[src/rtl/reaction_ctrl.sv]
// rtl/reaction_ctrl.sv - reaction-time trial sequencer driving the PWM LED bright request
//
// Ports:
//   clk          system clock (100 MHz nominal)
//   rstn         asynchronous active-low reset
//   start        debounced start request, acted on in IDLE/DONE/FOUL
//   key          debounced response key, active high
//   bright       LED-on request to the PWM block (high in LIT)
//   busy         trial in progress (WAIT or LIT)
//   result_ms    last measured reaction time in ms
//   result_valid high in DONE
//   foul         high in FOUL (key pressed before the LED lit)
module reaction_ctrl #(
    parameter int TICK_DIV     = 100000,
    parameter int MIN_DELAY_MS = 1000,
    parameter int RAND_BITS    = 11,
    parameter int MAX_MS       = 9999
) (
    input  logic        clk,
    input  logic        rstn,
    input  logic        start,
    input  logic        key,
    output logic        bright,
    output logic        busy,
    output logic [13:0] result_ms,
    output logic        result_valid,
    output logic        foul
);

    localparam int TW = (TICK_DIV > 1) ? $clog2(TICK_DIV) : 1;

    typedef enum logic [2:0] {
        IDLE = 3'd0,
        WAIT = 3'd1,
        LIT  = 3'd2,
        DONE = 3'd3,
        FOUL = 3'd4
    } state_t;

    state_t        state;
    state_t        state_next;
    logic [15:0]   lfsr;
    logic          key_q;
    logic [TW-1:0] tick_cnt;
    logic [15:0]   delay_cnt;
    logic [13:0]   rt_cnt;
    logic [13:0]   result_reg;

    logic          key_rise;
    logic          timing;
    logic          tick;
    logic          entering;
    logic          latch_rt;
    logic          latch_max;
    logic [15:0]   delay_load;

    assign key_rise = key & ~key_q;
    assign timing   = (state == WAIT) || (state == LIT);
    assign tick     = timing && (tick_cnt == TW'(TICK_DIV - 1));
    assign entering = (state_next != state);

    // Random part of the wait comes from the LFSR value present in the
    // cycle the start request is sampled.
    assign delay_load = 16'(MIN_DELAY_MS)
                      + {{(16 - RAND_BITS){1'b0}}, lfsr[RAND_BITS-1:0]};

    always_comb begin
        state_next = state;
        latch_rt   = 1'b0;
        latch_max  = 1'b0;
        case (state)
            IDLE: begin
                if (start) state_next = WAIT;
            end
            WAIT: begin
                // A key rise always fouls, even on the tick that would light the LED.
                if (key_rise) begin
                    state_next = FOUL;
                end else if (tick && (delay_cnt == 16'd1)) begin
                    state_next = LIT;
                end
            end
            LIT: begin
                if (key_rise) begin
                    state_next = DONE;
                    latch_rt   = 1'b1;
                end else if (tick && (rt_cnt == 14'(MAX_MS - 1))) begin
                    state_next = DONE;
                    latch_max  = 1'b1;
                end
            end
            DONE, FOUL: begin
                if (start) state_next = WAIT;
            end
            default: state_next = IDLE;
        endcase
    end

    always_ff @(posedge clk or negedge rstn) begin
        if (!rstn) begin
            state      <= IDLE;
            lfsr       <= 16'hACE1;
            key_q      <= 1'b0;
            tick_cnt   <= '0;
            delay_cnt  <= 16'd0;
            rt_cnt     <= 14'd0;
            result_reg <= 14'd0;
        end else begin
            state <= state_next;
            key_q <= key;
            // Fibonacci LFSR, taps 16,14,13,11; a nonzero seed never reaches zero.
            lfsr  <= {lfsr[14:0], lfsr[15] ^ lfsr[13] ^ lfsr[12] ^ lfsr[10]};

            // ms prescaler restarts on every state change so each state
            // sees its first tick on its TICK_DIV-th cycle.
            if (entering || !timing || tick) begin
                tick_cnt <= '0;
            end else begin
                tick_cnt <= tick_cnt + 1'b1;
            end

            if (entering && (state_next == WAIT)) begin
                delay_cnt <= delay_load;
            end else if ((state == WAIT) && tick) begin
                delay_cnt <= delay_cnt - 16'd1;
            end

            if (entering && (state_next == LIT)) begin
                rt_cnt <= 14'd0;
            end else if ((state == LIT) && tick && (state_next == LIT)) begin
                rt_cnt <= rt_cnt + 14'd1;
            end

            if (latch_rt) begin
                result_reg <= rt_cnt;
            end else if (latch_max) begin
                result_reg <= 14'(MAX_MS);
            end
        end
    end

    assign bright       = (state == LIT);
    assign busy         = (state == WAIT) || (state == LIT);
    assign result_valid = (state == DONE);
    assign foul         = (state == FOUL);
    assign result_ms    = result_reg;

endmodule

[config.mk]
export PLATFORM = sky130hd
export DESIGN_NAME = reaction_ctrl
export DESIGN_NICKNAME = d
export VERILOG_FILES = /design/src/rtl/reaction_ctrl.sv
export SDC_FILE = /design/constraint.sdc
export NUM_CORES = 1
export LEC_CHECK = 0
export ABC_AREA = 0
export CAP_MARGIN = 20
export CELL_PAD_IN_SITES_DETAIL_PLACEMENT = 1
export CELL_PAD_IN_SITES_GLOBAL_PLACEMENT = 1
export CORE_ASPECT_RATIO = 0.5
export CORE_UTILIZATION = 30
export DETAILED_ROUTE_END_ITERATION = 12
export PLACE_DENSITY = 0.57
export SYNTH_ARGS = -nofsm -noshare
export SYNTH_HDL_FRONTEND = slang
export SYNTH_SLANG_ARGS = --single-unit
export TNS_END_PERCENT = 10
[constraint.sdc]
create_clock -name clk -period 3.8 [get_ports clk]
set_clock_uncertainty 0.2 [all_clocks]
set_input_delay 0.38 -clock clk [delete_from_list [all_inputs] [get_ports clk]]
set_output_delay 0.38 -clock clk [all_outputs]
set_load 0.05 [all_outputs]
# --- Word level (Yosys, flattened, before mapping) ---
# Cells that the tools add are included.
totals:
  register_bits: 81
  inputBits: 4
op_classes:
  n_addsub: 4
  eq_ne: 10
  n_mux: 18
  bitwise: 5
  reduce_logical: 17
op_table:
  columns: ["operator", "count"]
  rows:
  - ["14-bit 2-to-1 mux", 4]
  - ["16-bit 2-to-1 mux", 2]
  - ["17-bit by 1-bit adder with 17-bit output, second input constant", 1]
  - ["17-bit equality test, second input constant", 1]
  - ["17-bit 2-to-1 mux", 1]
  - ["16-bit by 1-bit equality test with 1-bit output, second input constant", 1]
  - ["16-bit by 1-bit subtractor with 16-bit output, second input constant", 1]
  - ["3-bit 2-to-1 mux", 5]
  - ["14-bit by 1-bit adder with 14-bit output, second input constant", 1]
  - ["14-bit equality test, second input constant", 1]
  - ["10-bit by 11-bit adder with 12-bit output, first input constant", 1]
  - ["3-bit by 2-bit equality test with 1-bit output, second input constant", 3]
  - ["3-bit case mux with 3 select lines", 1]
  - ["1-bit logical AND", 8]
  - ["3-bit by 1-bit equality test with 1-bit output, second input constant", 2]
  - ["2-bit nonzero test", 3]
  - ["1-bit 2-to-1 mux", 5]
  - ["3-bit equality test, second input constant", 1]
  - ["3-bit logical NOT", 1]
  - ["1-bit logical OR", 3]
  - ["3-bit inequality test", 1]
  - ["3-bit OR reduction", 1]
  - ["1-bit XOR", 3]
  - ["1-bit AND", 1]
  - ["2 further kinds", 2]

# --- Depth between registers and ports, before layout ---
logic_depth:
  ltp_word: 11
  depth_mapped: 9
  mapped_depth_nobuf: 7

# --- Worst setup path before layout ---
# OpenSTA, ideal clock, no wires.
synth_path:
  path_kind: "register to register"
  from: "reg tick_cnt[0]"
  to: "reg rt_cnt[0]"
  arrival_ns: 2.174
  t_required_ns: 3.522
  path_slack_ns: 1.348
  path_stages_with_launch: 9
  cell_sequence: "dfrtp_1 > ha_1 > and4_1 > buf_4 > nand4_1 > or4b_1 > buf_2 > or4b_1 > a21oi_1"
synth_between:
  elab_chain_len: 9
  elab_cells_between_ends: 16
  cone_classes: "eq/ne: 3; mux: 6; reduce/logical: 7"
synth_rtl:
  columns: ["item", "line_no", "rtl"]
  rows:
  - ["from (decl)", "44", "logic [TW-1:0] tick_cnt;"]
  - ["from (signal assigned)", "119", "tick_cnt <= tick_cnt + 1'b1;"]
  - ["17-bit equality test (*)", "59", "assign tick = timing && (tick_cnt == TW'(TICK_DIV - 1));"]
  - ["1-bit logical AND (*)", "59", null]
  - ["1-bit logical AND (on tied branches)", "87, 79", null]
  - ["3-bit 2-to-1 mux (on tied branches)", "87, 79", null]
  - ["3-bit 2-to-1 mux (on tied branches)", "84, 77", null]
  - ["3-bit case mux with 3 select lines", "71", "case (state)"]
  - ["3-bit inequality test or 3-bit by 2-bit equality test with 1-bit output (tied branches)", "60, 128, 130", null]
  - ["1-bit logical AND (on tied branches)", "128, 130", null]
  - ["14-bit 2-to-1 mux or 2-bit nonzero test (tied branches)", null, null]
  - ["to (signal assigned)", "131", "rt_cnt <= rt_cnt + 14'd1;"]
  - ["to (decl)", "46", "logic [13:0] rt_cnt;"]
# Mark *: on every way between the ends. The rest lies on a longest branch, timed or not.
# A chain may end at the register's enable or synchronous reset.

# --- Worst setup path in the final report ---
# Same ends and word-level chain as after synthesis.

==> metrics.csv <==
stage;metric;value;unit
outcome;status;completed;
logic_synthesis;most numerous cell in the Yosys netlist;dfrtp_1;
logic_synthesis;Post-Synth XOR/XNOR Area;6.75;%
layout;layout net count;414;
critical_path;CP arrival;3210;ps
power_and_ir_drop;Power Density;485;nW/um2
placement;GP Congestion;0.768;
logic_synthesis;top-area cell type share of the netlist area;46.9;%
timing;setup TNS;0;ps
timing;max-slew violation count;0;
critical_path;WP depth;7;
global_routing;first-pass GRT wire length;15800;um
global_routing;grt ovf;0;
timing;top achievable clock speed;319;MHz
global_routing;largest net degree at the start of global routing;82;
logic_synthesis;synthesis warning total;0;
logic_synthesis;post-synthesis compound-gate area fraction;12.5;%
placement;Detail Placement HPWL;6230;um
critical_path;WP data required;3870;ps
cts;clock root buffer;clkbuf_16;
global_routing;Most Used Layer, Global Route;met2;
critical_path;worst setup path class;reg2reg;
logic_synthesis;synthesized cell area;3890;um2
critical_path;critical path's most frequent cell;or4b_1;
critical_path;worst reg2reg endpoint;rt_cnt[0];
floorplanning;initial core utilization;31.8;%
critical_path;Crit. Startpoint;tick_cnt[0];
drt;Post-Route WL;9150;um
cts;Post-CTS Resized;0;
timing;Tmin final;3140;ps
logic_synthesis;Seq cells post-synth;81;
logic_synthesis;number of synthesized flops with an enable pin;0;
global_routing;met3 GRT Util;5.04;%
critical_path;crit-path max FO;28;
critical_path;CP endpoint kind;register;
logic_synthesis;syn nets;390;
critical_path;worst r2r src;tick_cnt[0];
logic_synthesis;Post-Synth Adder-Cell Area;1.93;%
critical_path;delay of the slowest cell on the worst path;830;ps
floorplanning;IO Count;22;
logic_synthesis;ranking of synthesized cells by area;dfrtp_1, dfstp_2, xnor2_1, or3_1, a21oi_1;
global_routing;met1 usage in global routing;18.7;%
drt;remaining antenna violation count;0;
logic_synthesis;syn avg cell area;10.2;um2
drt;DR pass1 iterations;4;
global_routing;met2 Use GR;26.0;%
floorplanning;core box area;12200;um2
critical_path;Top Family by Delay on Critical Path;simple AND/OR/NAND/NOR gates;
floorplanning;# rows;28;
drt;vias;2993;
drt;Avg Vias per Cell;5.21;
logic_synthesis;post-synthesis simple-gate area fraction;23.0;%
critical_path;CP Buf/Inv Count;1;
cts;total CTS buffers;9;
hold_path;worst hold-check path type;reg2reg;
global_routing;initial antenna violation count;0;
job;max cap viols;0;
floorplanning;Die W;163;um
global_routing;gr usage total;15.4;%
critical_path;Worst R2R Setup Slack;660;ps
timing;Tightest Pin Transition;728;ps
critical_path;CP Cell Sequence;ha_1, and4_1, nand4_1, buf_4, or4b_1, or4b_1, a21oi_1;
drt;Wirelength per Cell;15.9;um
cts;Clock transition at path regs;60;ps
logic_synthesis;Synth async-reset ratio;100;%
timing;Setup Viol. Count Final;0;
timing;Tcrit/Tclk final;82.6;%
floorplanning;DIE AREA;13500;um2
layout;Layout area overhead;18.0;%
drt;DRC Markers;0;
critical_path;cell depth of the worst flop-to-flop path;7;
cts;H-tree levels;3;
timing;Min Hold Slack;159;ps
timing;Slew headroom;51.4;%
power_and_ir_drop;leakage power;1.82;nW
drt;initial DRC count;167;
logic_synthesis;Main synth FF type;dfrtp_1;
layout;share of layout cells above drive strength 1;8.07;%
logic_synthesis;Synth area leader;dfrtp_1;
power_and_ir_drop;Worst VDD drop;0.000202;V
logic_synthesis;Syn Inst Count;380;
logic_synthesis;register area share after synthesis;52.3;%
timing;Fin. Hold Viols;0;
global_routing;vias in the first global route;3137;
logic_synthesis;post-synthesis mux area share;0.804;%
placement;Port Buf Inserts;21;
floorplanning;Die Y;82.5;um
critical_path;CP Launch Type;register;
logic_synthesis;count of cell types in the netlist;46;
logic_synthesis;most instantiated cells after synthesis;dfrtp_1, nor2_1, a21oi_1;
cts;clock tree buffer depth;2;
cts;clk sinks;81;
critical_path;CP max stage cell;or4b_1;
layout;antenna diode count;0;
critical_path;CP Capture Point;rt_cnt[0];
cts;CTS tree;built;
cts;worst skew pair latency;340;ps
logic_synthesis;largest family of logic cells by synthesized area;simple AND/OR/NAND/NOR gates;
timing;RSZ-0062 raised after global routing;no;
==> report_power, final <==
part	internal, mW	switching (mW)	leakage, nW	total, mW
clock network	0.508	0.351	0.132	0.859
registers	0.927	0.0679	1.07	0.994
logic	0.131	0.243	0.624	0.373
==> logic make-up after synthesis <==
| group | Yosys count |
|---|---|
| AND/OR/NAND/NOR | 157 |
| flip-flops | 81 |
| AO/OA/AOI/OAI | 79 |
| XOR/XNOR | 30 |
| buffers and inverters | 24 |
| adder cells (fa/ha/maj) | 6 |
| multiplexers | 3 |
==> metrics by stage <==
| stage | instances | setup slack, ps | utilization (%) | cell area (um2) | total power, mW |
|---|---|---|---|---|---|
| final | 574 | 663 | 37.6 | 4590 | 2.23 |
| after global routing | 574 | 446 | 37.6 | 4590 | 2.33 |
| after CTS | 572 | 639 | 37.3 | 4560 | 2.27 |
| after detailed placement | 556 | 671 | 34.9 | 4270 | 1.39 |
| after global placement | 556 | 747 | 34.9 | 4270 | 1.37 |
| after floorplan | 380 | 1350 | - | 3890 | 1.26 |
==> routing by layer <==
metal	share of wire, %	up-vias	wire length [um]
met2	48	34	4390
met3	2.8	7	252
met4	0.84	0	77
met1	48	1512	4430
li1	-	1440	-
met5	0	-	0
==> cells in the final DEF, fill, tap and decap left out, types with 6 or more instances in the layout <==
cell / count
dfrtp_1: 73
nor2_1: 32
a21oi_1: 26
o21ai_0: 24
or3_1: 22
nand2_1: 20
clkdlybuf4s50_1: 20
xnor2_1: 18
nand4_1: 13
nor3_1: 12
xor2_1: 12
inv_1: 11
nand3_1: 10
or4_1: 9
clkbuf_16: 9
dfstp_2: 8
and4_1: 7
a22o_1: 7
nor4_1: 6
o22a_1: 6
ha_1: 6
==> how the worst min path moves through the flow <==
stage,slack (ps),start,cells past startpoint,endpoint
floorplan,-120,rstn,0,delay_cnt[0]
global placement,140,lfsr[14],0,lfsr[15]
detailed placement,140,lfsr[14],0,lfsr[15]
CTS,50,rstn,1,result_ms[10]
global route,180,lfsr[14],0,lfsr[15]
finish,160,lfsr[14],0,lfsr[15]
==> sequential cells by signal (all words and copies together) (netlist names) <==
register   count
key_q          1
state          3
result_ms     14
delay_cnt     16
lfsr          16
rt_cnt        14
tick_cnt      17
==> repair_timing <==
action / CTS / global route
setup buffers: 0 / 0
hold endpoints to repair: 0 / 20
hold buffers: 0 / 1
==> final cells by class <==
type                            instances  area [um2]
Multi-Input combinational cell        275        1750
Fill cell                            1349        7630
Inverter                               11        41.3
Tap cell                              165         206
Clock buffer                           11         233
Clock inverter                          5        57.6
Timing Repair Buffer                   26         268
Sequential cell                        81        2040
Power figures use the tool's default switching activity.
